<file path="src/rtl/seg_display_pkg.sv">
// Shared constants and helpers for the seven-segment scan controller.
package seg_display_pkg;

    // Widest display supported by the anode helper below.
    localparam int MAX_DIGITS = 32;

    // Decimal point line level when the point is dark (active-low).
    localparam logic DP_OFF = 1'b1;

    // Counter/index width for a modulo-n count: clog2(n), at least 1 bit.
    function automatic int idx_width(input int n);
        return (n <= 2) ? 1 : $clog2(n);
    endfunction

    // All-ones anode mask for n digits (every digit dark); callers truncate to their width.
    function automatic logic [MAX_DIGITS-1:0] anode_off(input int n);
        logic [MAX_DIGITS-1:0] mask;
        mask = '0;
        for (int i = 0; i < MAX_DIGITS; i++) begin
            if (i < n) begin
                mask[i] = 1'b1;
            end
        end
        return mask;
    endfunction

endpackage

</file>
<file path="src/rtl/refresh_tick_gen.sv">
// Modulo-REFRESH_COUNT slot counter; slot_tick marks the last cycle of each slot.
module refresh_tick_gen
    import seg_display_pkg::*;
#(
    parameter int REFRESH_COUNT = 12500,
    parameter int CNT_W         = idx_width(REFRESH_COUNT)
) (
    input  logic             clk,
    input  logic             reset,
    output logic             slot_tick,
    output logic [CNT_W-1:0] count
);

    localparam logic [CNT_W-1:0] LAST_COUNT = CNT_W'(REFRESH_COUNT - 1);

    assign slot_tick = (count == LAST_COUNT);

    // Free-running slot counter, wrapping to 0 after the tick cycle.
    always_ff @(posedge clk) begin
        if (reset) begin
            count <= '0;
        end else if (slot_tick) begin
            count <= '0;
        end else begin
            count <= count + CNT_W'(1);
        end
    end

endmodule

</file>
<file path="src/rtl/seg_display_scanner.sv">
// Time-multiplexed scan controller for a common-anode multi-digit 7-segment display.
// Keeps a shadow copy of the display value and presents one nibble per slot to the decoder.
module seg_display_scanner
    import seg_display_pkg::*;
#(
    parameter int NUM_DIGITS    = 8,
    parameter int REFRESH_COUNT = 12500,
    parameter int GUARD_CYCLES  = 2
) (
    input  logic                               clk,
    input  logic                               reset,
    input  logic                               load,
    input  logic [4*NUM_DIGITS-1:0]            data_in,
    input  logic [NUM_DIGITS-1:0]              dp_in,
    input  logic [NUM_DIGITS-1:0]              digit_en,
    input  logic                               lzb,
    output logic [3:0]                         hex,
    output logic [NUM_DIGITS-1:0]              anode,
    output logic                               dp,
    output logic [idx_width(NUM_DIGITS)-1:0]   digit_idx
);

    localparam int IDX_W = idx_width(NUM_DIGITS);
    localparam int CNT_W = idx_width(REFRESH_COUNT);
    // NUM_DIGITS is limited to MAX_DIGITS by the width of the helper mask.
    localparam logic [NUM_DIGITS-1:0] ANODE_ALL = NUM_DIGITS'(anode_off(NUM_DIGITS));
    localparam logic [IDX_W-1:0]      LAST_IDX  = IDX_W'(NUM_DIGITS - 1);

    logic [CNT_W-1:0]        tick_count;
    logic                    slot_tick;
    logic [4*NUM_DIGITS-1:0] shadow_data;
    logic [NUM_DIGITS-1:0]   shadow_dp;
    logic [3:0]              cur_nibble;
    logic                    lead_zero;
    logic                    in_guard;
    logic                    dark;

    refresh_tick_gen #(
        .REFRESH_COUNT (REFRESH_COUNT),
        .CNT_W         (CNT_W)
    ) u_tick (
        .clk       (clk),
        .reset     (reset),
        .slot_tick (slot_tick),
        .count     (tick_count)
    );

    // Step to the next digit after the last cycle of each slot; explicit wrap keeps
    // non-power-of-two digit counts free of dead slots.
    always_ff @(posedge clk) begin
        if (reset) begin
            digit_idx <= '0;
        end else if (slot_tick) begin
            digit_idx <= (digit_idx == LAST_IDX) ? '0 : digit_idx + IDX_W'(1);
        end
    end

    // Shadow copy of the display value and decimal points, updated only on load.
    always_ff @(posedge clk) begin
        if (reset) begin
            shadow_data <= '0;
            shadow_dp   <= '0;
        end else if (load) begin
            shadow_data <= data_in;
            shadow_dp   <= dp_in;
        end
    end

    // Select the active nibble and decide whether the active digit stays dark.
    // Leading zeros: the active digit and every digit above it are zero; digit 0 is exempt.
    always_comb begin
        cur_nibble = shadow_data[{digit_idx, 2'b00} +: 4];
        lead_zero  = (digit_idx != '0) && ((shadow_data >> {digit_idx, 2'b00}) == '0);
        in_guard   = (tick_count < CNT_W'(GUARD_CYCLES));
        dark       = ~digit_en[digit_idx] | (lzb & lead_zero) | in_guard;
    end

    // Registered drive stage; a dark digit still presents its nibble to keep the decoder stable.
    always_ff @(posedge clk) begin
        if (reset) begin
            hex   <= 4'h0;
            anode <= ANODE_ALL;
            dp    <= DP_OFF;
        end else begin
            hex <= cur_nibble;
            if (dark) begin
                anode <= ANODE_ALL;
                dp    <= DP_OFF;
            end else begin
                anode <= ~(NUM_DIGITS'(1) << digit_idx);
                dp    <= ~shadow_dp[digit_idx];
            end
        end
    end

endmodule
</file>
<file path="config.mk">
export PLATFORM = sky130hd
export DESIGN_NAME = seg_display_scanner
export DESIGN_NICKNAME = d
export VERILOG_FILES = /design/src/rtl/seg_display_pkg.sv /design/src/rtl/refresh_tick_gen.sv /design/src/rtl/seg_display_scanner.sv
export SDC_FILE = /design/constraint.sdc
export NUM_CORES = 1
export LEC_CHECK = 0
export CORE_MARGIN = 4
export CORE_UTILIZATION = 55
export DETAILED_ROUTE_END_ITERATION = 10
export GPL_ROUTABILITY_DRIVEN = 0
export MAX_ROUTING_LAYER = met4
export PLACE_DENSITY = 0.95
export SLEW_MARGIN = 20
export SYNTH_ARGS = -nofsm -noshare
export SYNTH_HDL_FRONTEND = slang
export SYNTH_HIERARCHICAL = 1
export SYNTH_SLANG_ARGS = --single-unit
</file>
<file path="constraint.sdc">
create_clock -name clk -period 3.8 [get_ports clk]
set_input_delay 0.57 -clock clk [delete_from_list [all_inputs] [get_ports clk]]
set_output_delay 0.57 -clock clk [all_outputs]
set_load 0.005 [all_outputs]
</file>
# Yosys cells after proc, flatten, opt, wreduce, memory -nomap -nowiden
# Index checks and enable logic that the tools add are counted.
dict set report word_totals {
  ff_bits 70
  input_bits 52
  out_inout_bits 16
  elab_cells 32
}
dict set report op_classes {
  n_addsub 2
  n_lt_le_gt_ge 2
  eq_ne 2
  n_shift 3
  mux 5
  bitwise_logic 6
  reduce_logical 5
}
# operator count
set ops {}
lappend ops {{$logic_not A32 Y1} 1}
lappend ops {{$shiftx A32 B6 Y4} 1}
lappend ops {{$shr A32 B5 Y32} 1}
lappend ops {{$add A14 B1 Y14 const B} 1}
lappend ops {{$eq A14 B14 Y1 const B} 1}
lappend ops {{$lt A14 B2 Y1 const B} 1}
lappend ops {{$not A8 Y8} 1}
lappend ops {{$shl A1 B3 Y8 const A} 1}
lappend ops {{$bmux W1 S3} 2}
lappend ops {{$lt A3 B4 Y1 const B} 1}
lappend ops {{$reduce_or A2 Y1} 2}
lappend ops {{$add A3 B1 Y3 const B} 1}
lappend ops {{$eq A3 B3 Y1 const B} 1}
lappend ops {{$mux W3} 1}
lappend ops {{$reduce_bool A3 Y1} 1}
lappend ops {{$mux W1} 2}
lappend ops {{$not A1 Y1} 2}
lappend ops {{$or A1 B1 Y1} 2}
lappend ops {{$and A1 B1 Y1} 1}
lappend ops {{$logic_and A1 B1 Y1} 1}

# Logic depth before layout (Yosys ltp)
# Gate-level depths: netlist of run 1.
dict set report depth {
  ltp_word 7
  depth_mapped 9
  mapped_depth_nobuf 7
}

# Cells and area by module
# The synthesis of run 1 kept the hierarchy.
# mod n_inst cells_each area_each_um2 seq_area_each_um2
set modules_own_cells {}
lappend modules_own_cells {seg_display_scanner 1 264 2678.8 1121.1}
lappend modules_own_cells {refresh_tick_gen 1 73 649.4 280.3}

# Worst setup path before layout of run 1
# Ideal clock, no wire load.
dict set report synth_timing {
  path_type {register to register}
  from {register digit_idx[0]}
  to {register dp}
  setup_time_ns 0.072
  t_arrival_ns 2.049
  required_ns 3.728
  setup_slack_ns 1.679
  stages_incl_launch_ff 6
  path_buffers 0
  period_less_slack_ns 2.121
  cell_sequence {dfxtp_1 mux4_2 a2111o_1 a2111oi_4 nand2_2 a2bb2oi_1}
}
dict set report synth_between {
  elab_chain_len 7
  elab_cells_between_ends 14
  classes_between {shift (1); mux (4); bitwise (5); reduce/logical (4)}
}
# element line_no
set synth_rtl {}
lappend synth_rtl {{start, declared} seg_display_scanner.sv:20} ;# output logic [idx_width(NUM_DIGITS)-1:0] digit_idx
lappend synth_rtl {{start signal, assigned} seg_display_scanner.sv:54} ;# digit_idx <= (digit_idx == LAST_IDX) ? '0 : digit_idx + IDX_W'(1);
lappend synth_rtl {{$shr A32 B5 Y32} seg_display_scanner.sv:73} ;# lead_zero = (digit_idx != '0) && ((shadow_data >> {digit_idx, 2'b00}) == '0);
lappend synth_rtl {{$logic_not A32 Y1} seg_display_scanner.sv:73}
lappend synth_rtl {{$logic_and A1 B1 Y1} seg_display_scanner.sv:73}
lappend synth_rtl {{$and A1 B1 Y1} seg_display_scanner.sv:75} ;# dark = ~digit_en[digit_idx] | (lzb & lead_zero) | in_guard;
lappend synth_rtl {{$or A1 B1 Y1 (2 in a row)} seg_display_scanner.sv:75}
lappend synth_rtl {{$reduce_or A2 Y1 (no source line)} --}
lappend synth_rtl {{end signal, assigned} seg_display_scanner.sv:91} ;# dp <= ~shadow_dp[digit_idx];
lappend synth_rtl {{end, declared} seg_display_scanner.sv:19} ;# output logic dp,
# Several ways; a longest one is shown, not always the timed one. The select of a mux whose other input is x is not followed.
# A chain may end at the register's enable or synchronous reset.

# Final worst setup path of run 1
# Same ends and word-level chain as after synthesis.

==> results of run 1 <==
synthesized netlist by cell type (2+ instances only):
master	number
mux4_2	10
nor2_2	4
o21ai_0	3
or3_1	2
dfxtp_1	70
or2_2	2
a211oi_1	4
nor4_1	8
buf_2	4
mux4_1	2
buf_6	2
nand4_1	8
inv_1	6
nor2_1	65
mux2i_1	43
or4b_1	2
nor3_1	13
clkbuf_1	10
buf_1	3
nand3_1	10
nand2_1	14
xnor2_1	11
a21oi_1	5
and3_1	2
o211ai_1	3
or4_1	4
ha_1	7
per-stage QoR:
stage / std cells / worst slack [ns]
final: 476 / 1.11
after global routing: 476 / 0.917
after CTS: 476 / 1.10
after detailed placement: 460 / 1.15
after global placement: 460 / 1.24
after floorplan: 337 / 1.68
worst max-delay path: cells and delay by family (launching register included):
kind            cells  cell delay, ns
flops               1            0.76
buf+inv             2            0.56
mux                 1            0.51
simple gates        2            0.51
compound gates      2            0.29
power breakdown:
part / switching [mW] / total [mW] / leakage (nW) / internal [mW]
logic: 0.0733 / 0.179 / 0.947 / 0.106
clock network: 0.269 / 0.692 / 0.120 / 0.423
registers: 0.0308 / 0.795 / 0.574 / 0.764
cell type report:
class	instances	area [um^2]
flip-flops and latches	70	1400
fillers	412	1660
clock buffers	13	169
well taps	75	93.8
inverters	6	22.5
clock inverters	3	65.1
repair buffers	69	683
multi-input cells	240	1790
worst max-delay path by stage:
stage	endpoint	cells after the start	slack, ns	startpoint
after global routing	dp$_SDFF_PP1_	7	0.92	digit_idx[0]$_SDFFE_PP0P_
after global placement	dp$_SDFF_PP1_	5	1.24	digit_idx[1]$_SDFFE_PP0P_
after detailed placement	dp$_SDFF_PP1_	6	1.15	digit_idx[1]$_SDFFE_PP0P_
after CTS	dp$_SDFF_PP1_	6	1.10	digit_idx[1]$_SDFFE_PP0P_
final	dp$_SDFF_PP1_	7	1.11	digit_idx[0]$_SDFFE_PP0P_
after floorplan	dp$_SDFF_PP1_	5	1.68	digit_idx[0]$_SDFFE_PP0P_
cells by family (layout without fill, tap and decap cells):
group	count (synthesis)	in the layout	share of synthesized area
AND/OR/NAND/NOR	139	139	0.200
multiplexers	56	56	0.216
adder cells (fa/ha/maj)	7	7	0.0263
flip-flops	70	70	0.421
AO/OA/AOI/OAI	26	26	0.0628
buffers and inverters	27	91	0.0425
XOR/XNOR	12	12	0.0316
routing by layer:
layer	routed length [um]	up-vias
met5	0	-
met2	3860	147
li1	-	1335
met1	3160	1334
met3	627	25
met4	182	0
registers in the layout, indices dropped and copies added (netlist names):
signal / cells
digit_idx: 3
u_tick/count: 14
dp: 1
hex: 4
anode: 8
shadow_dp: 8
shadow_data: 32
==> flow_metrics.env, run 1 <==
export IMPL_postPlaceCellArea_um2=3980
export IMPL_crit_chain="buf_4 > mux4_2 > or2_2 > o211ai_1 > inv_1 > and3_1 > a2bb2oi_1"
export IMPL_tightest_slew_ns=0.889
export IMPL_timing_hold_ws_ns=0.489
export IMPL_start_kind="flop"
export IMPL_cts_root_buf="clkbuf_8"
export IMPL_p_leak_nw=1.64
export IMPL_cts_max_level=3
export IMPL_cts_hold_buf=0
export IMPL_period_minus_slack_ns=2.69
export IMPL_fin_crit_sh=0.708
export IMPL_ios=68
export IMPL_cts_buffer_depth=2
export IMPL_cts_buffers=9
export IMPL_timing_fmax_ghz=0.372
export IMPL_wl_per_cell_um=16.4
export IMPL_holdPathStages=1
export IMPL_dieArea_um2=7360
export IMPL_synth_cells=337
export IMPL_synth_top_cell_area_share=0.421
export IMPL_utilization=0.717
export IMPL_synth_top_area_cell="dfxtp_1"
export IMPL_met2_usage=0.374
export IMPL_synthFlopType="dfxtp_1"
export IMPL_dpl_hpwl_um=5450
export IMPL_hold_path_class="flop to flop"
export IMPL_cp_required_ns=4.08
export IMPL_p_per_area_nw_per_um2=395
export IMPL_drc=0
export IMPL_yosysSeqAreaShare=0.421
export IMPL_insertion_delay_ns=0.35
export IMPL_relSlewSlack=0.407
export IMPL_maxSlewViolCount=0
export IMPL_area_delta_synth_final_pct=26.8
export IMPL_final_common_cell="dfxtp_1"
export IMPL_min_from="u_tick/count[0]$_SDFF_PP0_"
export IMPL_synth_area_leaders="dfxtp_1 (42%), mux2i_1 (13%), nor2_1 (7.3%)"
export IMPL_nets=455
export IMPL_fin_tns_setup_ns=0
export IMPL_synth_cell_types=47
export IMPL_crit_type="flop to flop"
export IMPL_postCtsSetupBuffers=0
export IMPL_arrival_ns=2.97
export IMPL_hold_end="u_tick/count[0]$_SDFF_PP0_"
export IMPL_final_cell_mix="dfxtp_1 (69), clkdlybuf4s50_1 (66), nor2_1 (65)"
export IMPL_grt_setup_unrepaired="no"
export IMPL_grt_start_max_net_pins=49
export IMPL_cp_slowest_cell="dfxtp_1"
export IMPL_r2r_end="dp$_SDFF_PP1_"
export IMPL_globalRouteMet1Util=0.261
export IMPL_antenna_found_initial=0
export IMPL_skew_ns=0.00763
export IMPL_busiest_layer="met2"
export IMPL_end_kind="flop"
export IMPL_r2r_start="digit_idx[0]$_SDFFE_PP0P_"
export IMPL_outcome="complete, no violations"
export IMPL_diodes=0
export IMPL_die_h_um=85.8
export IMPL_drive_gt1_frac=0.0998
export IMPL_stdcell_area_um2=4220
export IMPL_use_met3=0.0644
export IMPL_detail_route_antenna_nets=0
export IMPL_async_flop_share=0
export IMPL_vias=2841
export IMPL_worst_path_max_fanout=18
export IMPL_tritoncts="yes"
export IMPL_total_power_mw=1.67
export IMPL_clkTransAtPathRegs_ns=0.07
export IMPL_drtIter0Drc=182
export IMPL_design_core_area_um2=5890
export IMPL_firstDrtPassIters=5
export IMPL_synth_nets=396
export IMPL_overflow=0
export IMPL_max_vdd_ir_drop_uv=270
export IMPL_dieWidth_um=85.8
export IMPL_rrSetupSlack_ns=1.11
export IMPL_synth_area_um2=3330
export IMPL_ys_ff_latch=70
export IMPL_maxCapViolCount=0
export IMPL_clock_sinks=70
export IMPL_grt_usage=0.227
export IMPL_reg2reg_depth=7
export IMPL_avgSynthCellArea_um2=9.88
export IMPL_ctsResizeCount=0
export IMPL_slowest_delay_ns=0.76
export IMPL_synth_edf_count=0
export IMPL_ys_warnings_count=6
export IMPL_rows=28
export IMPL_grt_pass1_vias=2836
export IMPL_hold_viol=0
export IMPL_port_buffers=67
export IMPL_setup_viol=0
export IMPL_start_util=0.565
export IMPL_grt_pass1_wl_um=13000
export IMPL_drt_total_wl_um=7830
export IMPL_viasPerCell=5.97
Power figures use the tool's default switching activity.
==> run 2, diff against run 1 <==
--- a/config.mk
+++ b/config.mk
@@ -6,11 +6,11 @@
 export NUM_CORES = 1
 export LEC_CHECK = 0
 export CORE_MARGIN = 4
-export CORE_UTILIZATION = 55
+export CORE_UTILIZATION = 46
 export DETAILED_ROUTE_END_ITERATION = 10
 export GPL_ROUTABILITY_DRIVEN = 0
 export MAX_ROUTING_LAYER = met4
-export PLACE_DENSITY = 0.95
+export PLACE_DENSITY = 0.86
 export SLEW_MARGIN = 20
 export SYNTH_ARGS = -nofsm -noshare
 export SYNTH_HDL_FRONTEND = slang
==> constraint.sdc (replaced) <==
create_clock -name clk -period 2.3 [get_ports clk]
set_input_delay 0.345 -clock clk [delete_from_list [all_inputs] [get_ports clk]]
set_output_delay 0.345 -clock clk [all_outputs]
set_load 0.005 [all_outputs]
==> run 2 against run 1 <==
- utilization shrank 8.5 points
- combinational power increased by 74%
- via count rose by 0.53%
- maximum frequency is 21% higher
- critical path depth shrank 1
- worst setup slack got worse by 1.0 ns
- register-to-register slack lost 1.0 ns
- largest cell class unchanged
==> flow_metrics.env, run 2 (synthesis results as in run 1) <==
export IMPL_reg2reg_depth=6
export IMPL_dieWidth_um=93.1
export IMPL_viasPerCell=5.58
export IMPL_final_cell_mix="dfxtp_1 (68), clkdlybuf4s50_1 (66), nor2_1 (65)"
export IMPL_largest_register="shadow_data"
export IMPL_vias=2856
export IMPL_crit_chain="buf_4 > mux4_2 > a2111o_1 > a2111oi_4 > nand2_2 > a2bb2oi_1"
export IMPL_detail_route_antenna_nets=0
export IMPL_ios=68
export IMPL_slowest_delay_ns=0.50
export IMPL_grt_pass1_vias=2789
export IMPL_crit_family="compound AO/OA/AOI/OAI gates"
export IMPL_setup_viol=0
export IMPL_start_kind="flop"
export IMPL_grt_usage=0.196
export IMPL_final_common_cell="dfxtp_1"
export IMPL_antenna_found_initial=0
export IMPL_grt_start_max_net_pins=48
export IMPL_cts_buffer_depth=2
export IMPL_skew_ns=0.00792
export IMPL_end_kind="flop"
export IMPL_top_regs="shadow_data: 32 flops, u_tick/count: 14 flops"
export IMPL_hold_path_class="flop to flop"
export IMPL_diodes=0
export IMPL_area_delta_synth_final_pct=31.2
export IMPL_cts_root_buf="clkbuf_8"
export IMPL_rows=30
export IMPL_design_core_area_um2=6910
export IMPL_drtIter0Drc=164
export IMPL_max_vdd_ir_drop_uv=369
export IMPL_r2r_start="digit_idx[0]$_SDFFE_PP0P_"
export IMPL_dpl_hpwl_um=5980
export IMPL_holdPathStages=1
export IMPL_outcome="complete, no violations"
export IMPL_crit_type="flop to flop"
export IMPL_overflow=0
export IMPL_insertion_delay_ns=0.35
export IMPL_die_h_um=93.1
export IMPL_largest_register_ffs=32
export IMPL_maxSlewViolCount=0
export IMPL_min_from="u_tick/count[0]$_SDFF_PP0_"
export IMPL_clock_sinks=70
export IMPL_cts_hold_buf=0
export IMPL_postPlaceCellArea_um2=4110
export IMPL_p_leak_nw=1.71
export IMPL_arrival_ns=2.49
export IMPL_crit_cells=6
export IMPL_total_power_mw=2.71
export IMPL_nets=470
export IMPL_instances_no_fill=512
export IMPL_cp_slowest_cell="mux4_2"
export IMPL_dp_cells=493
export IMPL_tightest_slew_ns=0.454
export IMPL_period_minus_slack_ns=2.21
export IMPL_cp_required_ns=2.57
export IMPL_cts_max_level=3
export IMPL_relSlewSlack=0.693
export IMPL_timing_fmax_ghz=0.452
export IMPL_clkTransAtPathRegs_ns=0.07
export IMPL_firstDrtPassIters=4
export IMPL_utilization=0.632
export IMPL_fin_crit_sh=0.963
export IMPL_grt_pass1_wl_um=13100
export IMPL_grt_setup_unrepaired="no"
export IMPL_drc=0
export IMPL_p_per_area_nw_per_um2=621
export IMPL_wl_per_cell_um=15.8
export IMPL_critical_path_startpoint="digit_idx[0]$_SDFFE_PP0P_"
export IMPL_worst_path_max_fanout=6
export IMPL_drive_gt1_frac=0.144
export IMPL_maxCapViolCount=0
export IMPL_cp_buffers_inverters=1
export IMPL_start_util=0.482
export IMPL_hold_viol=0
export IMPL_cts_buffers=9
export IMPL_drt_total_wl_um=8070
export IMPL_tritoncts="yes"
export IMPL_fillCellCount=596
export IMPL_port_buffers=67
export IMPL_dieArea_um2=8660
export IMPL_stdcell_area_um2=4370
run 2: cell types whose count changed in the layout (fill, tap and decap cells not counted), sizes merged:
cell and change:
clkbuf -2, clkinvlp +2, clkinv +1, buf +14
run 2: worst register-to-register path, stage by stage (launching register included):
cell       delay [ns]
dfxtp_4          0.40
buf_4            0.13
mux4_2           0.50
a2111o_1         0.39
a2111oi_4        0.42
nand2_2          0.15
a2bb2oi_1        0.16
run 2: timing repair:
| action | in CTS | in global routing |
|---|---|---|
| pin swaps | 1 | 3 |
| resized for setup | 1 | 5 |
| endpoints found under the setup margin | 9 | 9 |
| buffers inserted | 0 | 3 |
run 2: final timing paths:
| check | endpoint | slack (ns) |
|---|---|---|
| min reg2reg | u_tick/count[0]$_SDFF_PP0_ | 0.48 |
| max | dp$_SDFF_PP1_ | 0.09 |
| min | u_tick/count[0]$_SDFF_PP0_ | 0.48 |
| max reg2reg | dp$_SDFF_PP1_ | 0.09 |
run 2: final cells by class:
class | instances | area [um^2] | area share
clock buffer | 10 | 138 | 0.0315
clock inverter | 6 | 85.1 | 0.0195
inverter | 6 | 22.5 | 0.00516
multi-input combinational | 240 | 1790 | 0.410
sequential | 70 | 1410 | 0.322
tap | 96 | 120 | 0.0275
timing repair buffer | 84 | 803 | 0.184
run 2: stage by stage:
step | worst slack [ns] | TNS (ns) | hold slack [ns]
6_report | 0.0855 | 0 | 0.476
5_1_grt | 0.00522 | 0 | 0.506
4_1_cts | 0.0201 | 0 | 0.479
3_5_place_dp | -0.138 | -0.612 | 0.460
3_3_place_gp | -0.00301 | -0.00301 | 0.454
2_1_floorplan | 0.179 | 0 | 0.439
run 2: report_power, final:
| part | switching (mW) | internal, mW |
|---|---|---|
| Sequential | 0.0485 | 1.26 |
| Clock | 0.455 | 0.635 |
| Combinational | 0.129 | 0.183 |
| Total | 0.633 | 2.08 |
run 2: metal layers:
layer | share of wire | vias up | wire length (um) | track usage
li1 | - | 1355 | - | -
met1 | 0.41 | 1367 | 3300 | 0.229
met2 | 0.50 | 115 | 4060 | 0.329
met3 | 0.065 | 19 | 528 | 0.0531
met4 | 0.022 | 0 | 179 | 0.0611
met5 | 0 | - | 0 | -
==> run 3, diff against run 2 <==
--- a/config.mk
+++ b/config.mk
@@ -6,11 +6,11 @@
 export NUM_CORES = 1
 export LEC_CHECK = 0
 export CORE_MARGIN = 4
-export CORE_UTILIZATION = 46
+export CORE_UTILIZATION = 51
 export DETAILED_ROUTE_END_ITERATION = 10
 export GPL_ROUTABILITY_DRIVEN = 0
 export MAX_ROUTING_LAYER = met4
-export PLACE_DENSITY = 0.86
+export PLACE_DENSITY = 0.89
 export SLEW_MARGIN = 20
 export SYNTH_ARGS = -nofsm -noshare
 export SYNTH_HDL_FRONTEND = slang
==> constraint.sdc (replaced) <==
create_clock -name clk -period 2.16 [get_ports clk]
set_input_delay 0.324 -clock clk [delete_from_list [all_inputs] [get_ports clk]]
set_output_delay 0.324 -clock clk [all_outputs]
set_load 0.005 [all_outputs]
==> run 3 against run 2 <==
- the flow now finishes with violations (setup timing)
- clock power up 6%
- total power rose by 6.5%
- sequential cell count unchanged
- utilization up 6.7 points
- sequential share of layout area fell by 0.49 points
- highest routed layer unchanged
- worst hold slack improved by 0.0019 ns
- register-to-register slack got worse by 0.09 ns
- critical path depth shrank 1
- design area rose by 1.7%
==> flow_metrics.env, run 3 (synthesis results as in run 1) <==
export IMPL_fin_ws_ns=-0.00582
export IMPL_area_delta_synth_final_pct=33.5
export IMPL_grt_setup_unrepaired="yes"
export IMPL_fillCellCount=447
export IMPL_hold_path_class="flop to flop"
export IMPL_outcome="complete, but fails checks"
export IMPL_cts_max_level=3
export IMPL_timing_fmax_ghz=0.462
export IMPL_ios=68
export IMPL_r2r_start="digit_idx[0]$_SDFFE_PP0P_"
export IMPL_maxSlewViolCount=0
export IMPL_start_util=0.524
export IMPL_cts_buffers=9
export IMPL_tritoncts="yes"
export IMPL_port_buffers=67
export IMPL_vias=2903
export IMPL_diodes=0
export IMPL_overflow=0
export IMPL_fin_crit_sh=1.00
export IMPL_hold_viol=0
export IMPL_skew_ns=0.00883
export IMPL_drt_total_wl_um=8530
export IMPL_final_common_cell="dfxtp_1"
export IMPL_end_kind="flop"
export IMPL_cp_required_ns=2.44
export IMPL_grt_pass1_wl_um=13100
export IMPL_clkTransAtPathRegs_ns=0.07
export IMPL_worst_path_max_fanout=7
export IMPL_grt_pass1_vias=2846
export IMPL_max_vdd_ir_drop_uv=562
export IMPL_violations="setup timing"
export IMPL_dieArea_um2=7880
export IMPL_cts_buffer_depth=2
export IMPL_setup_viol=2
export IMPL_relSlewSlack=0.689
export IMPL_critical_path_startpoint="digit_idx[0]$_SDFFE_PP0P_"
export IMPL_grt_start_max_net_pins=49
export IMPL_insertion_delay_ns=0.35
export IMPL_clock_sinks=70
export IMPL_top_regs="shadow_data: 32 flops, u_tick/count: 14 flops"
export IMPL_design_core_area_um2=6350
export IMPL_timing_hold_ws_ns=0.478
export IMPL_final_cell_mix="dfxtp_1 (68), clkdlybuf4s50_1 (66), nor2_1 (65)"
export IMPL_largest_register="shadow_data"
export IMPL_wl_per_cell_um=17.0
export IMPL_utilization=0.700
export IMPL_drive_gt1_frac=0.170
export IMPL_start_kind="flop"
export IMPL_min_from="u_tick/count[0]$_SDFF_PP0_"
export IMPL_tightest_slew_ns=0.467
export IMPL_drc=0
export IMPL_nets=478
export IMPL_die_h_um=88.8
export IMPL_arrival_ns=2.45
export IMPL_largest_register_ffs=32
export IMPL_viasPerCell=5.79
export IMPL_grt_usage=0.224
export IMPL_cts_root_buf="clkbuf_8"
export IMPL_dieWidth_um=88.8
export IMPL_firstDrtPassIters=5
export IMPL_antenna_found_initial=0
export IMPL_period_minus_slack_ns=2.17
export IMPL_rows=29
export IMPL_detail_route_antenna_nets=0
export IMPL_crit_type="flop to flop"
export IMPL_maxCapViolCount=0
export IMPL_dpl_hpwl_um=5970
export IMPL_p_leak_nw=1.75
export IMPL_cts_hold_buf=0
export IMPL_p_per_area_nw_per_um2=650
export IMPL_drtIter0Drc=223
-- run 3: changes by cell type in the layout (fill, tap and decap cells not counted), sizes merged --
cell,before,now
clkbuf,11,12
clkinvlp,2,0
buf,17,26
-- run 3: worst max-delay path, cell delays in order, from the launching register on --
cell and delay [ns]:
dfxtp_4 0.41, mux4_2 0.54, a2111o_1 0.35, a2111oi_4 0.48, buf_4 0.19, a2bb2oi_2 0.13
-- run 3: per-layer routing --
| metal | vias up | track usage | part of all wire |
|---|---|---|---|
| li1 | 1375 | - | - |
| met1 | 1356 | 0.251 | 0.39 |
| met2 | 147 | 0.368 | 0.50 |
| met3 | 25 | 0.0754 | 0.084 |
| met4 | 0 | 0.0852 | 0.025 |
| met5 | - | - | 0 |
-- run 3: power breakdown --
part / total [mW] / internal [mW] / switching [mW] / leakage (nW)
Clock: 1.15 / 0.679 / 0.467 / 0.110
Sequential: 1.39 / 1.34 / 0.0531 / 0.575
Combinational: 0.348 / 0.205 / 0.143 / 1.06
-- run 3: final cells by class --
| type | count | area [um^2] | share of cell area |
|---|---|---|---|
| Inverter | 6 | 22.5 | 0.00507 |
| Multi-Input combinational cell | 240 | 1820 | 0.410 |
| Sequential cell | 70 | 1410 | 0.317 |
| Timing Repair Buffer | 92 | 878 | 0.198 |
| Tap cell | 77 | 96.3 | 0.0217 |
| Clock inverter | 4 | 70.1 | 0.0158 |
| Clock buffer | 12 | 145 | 0.0327 |
-- run 3: through the flow --
| stage | total power, mW | setup TNS, ns | std cells | area, um^2 | setup WS, ns |
|---|---|---|---|---|---|
| 2_1_floorplan | 1.59 | 0 | 337 | 3330 | 0.0389 |
| 3_3_place_gp | 1.74 | -0.407 | 481 | 4140 | -0.0733 |
| 3_5_place_dp | 1.76 | -1.65 | 481 | 4140 | -0.243 |
| 4_1_cts | 2.89 | 0 | 497 | 4380 | 0.0110 |
| 5_1_grt | 3.00 | -0.586 | 501 | 4440 | -0.0925 |
| 6_report | 2.89 | -0.00633 | 501 | 4440 | -0.00582 |
-- run 3: final timing paths --
check | end | cells after the start | slack (ns)
max | dp$_SDFF_PP1_ | 5 | -0.006
min | u_tick/count[0]$_SDFF_PP0_ | 1 | 0.48
max reg2reg | dp$_SDFF_PP1_ | 5 | -0.006
min reg2reg | u_tick/count[0]$_SDFF_PP0_ | 1 | 0.48
-- run 3: repair_timing --
item                       4_1_cts  5_1_grt
setup endpoints to repair        9        9
hold endpoints to repair         0        0
pin swaps                        3        1
gates resized for setup          7       10
buffers inserted                 0        4
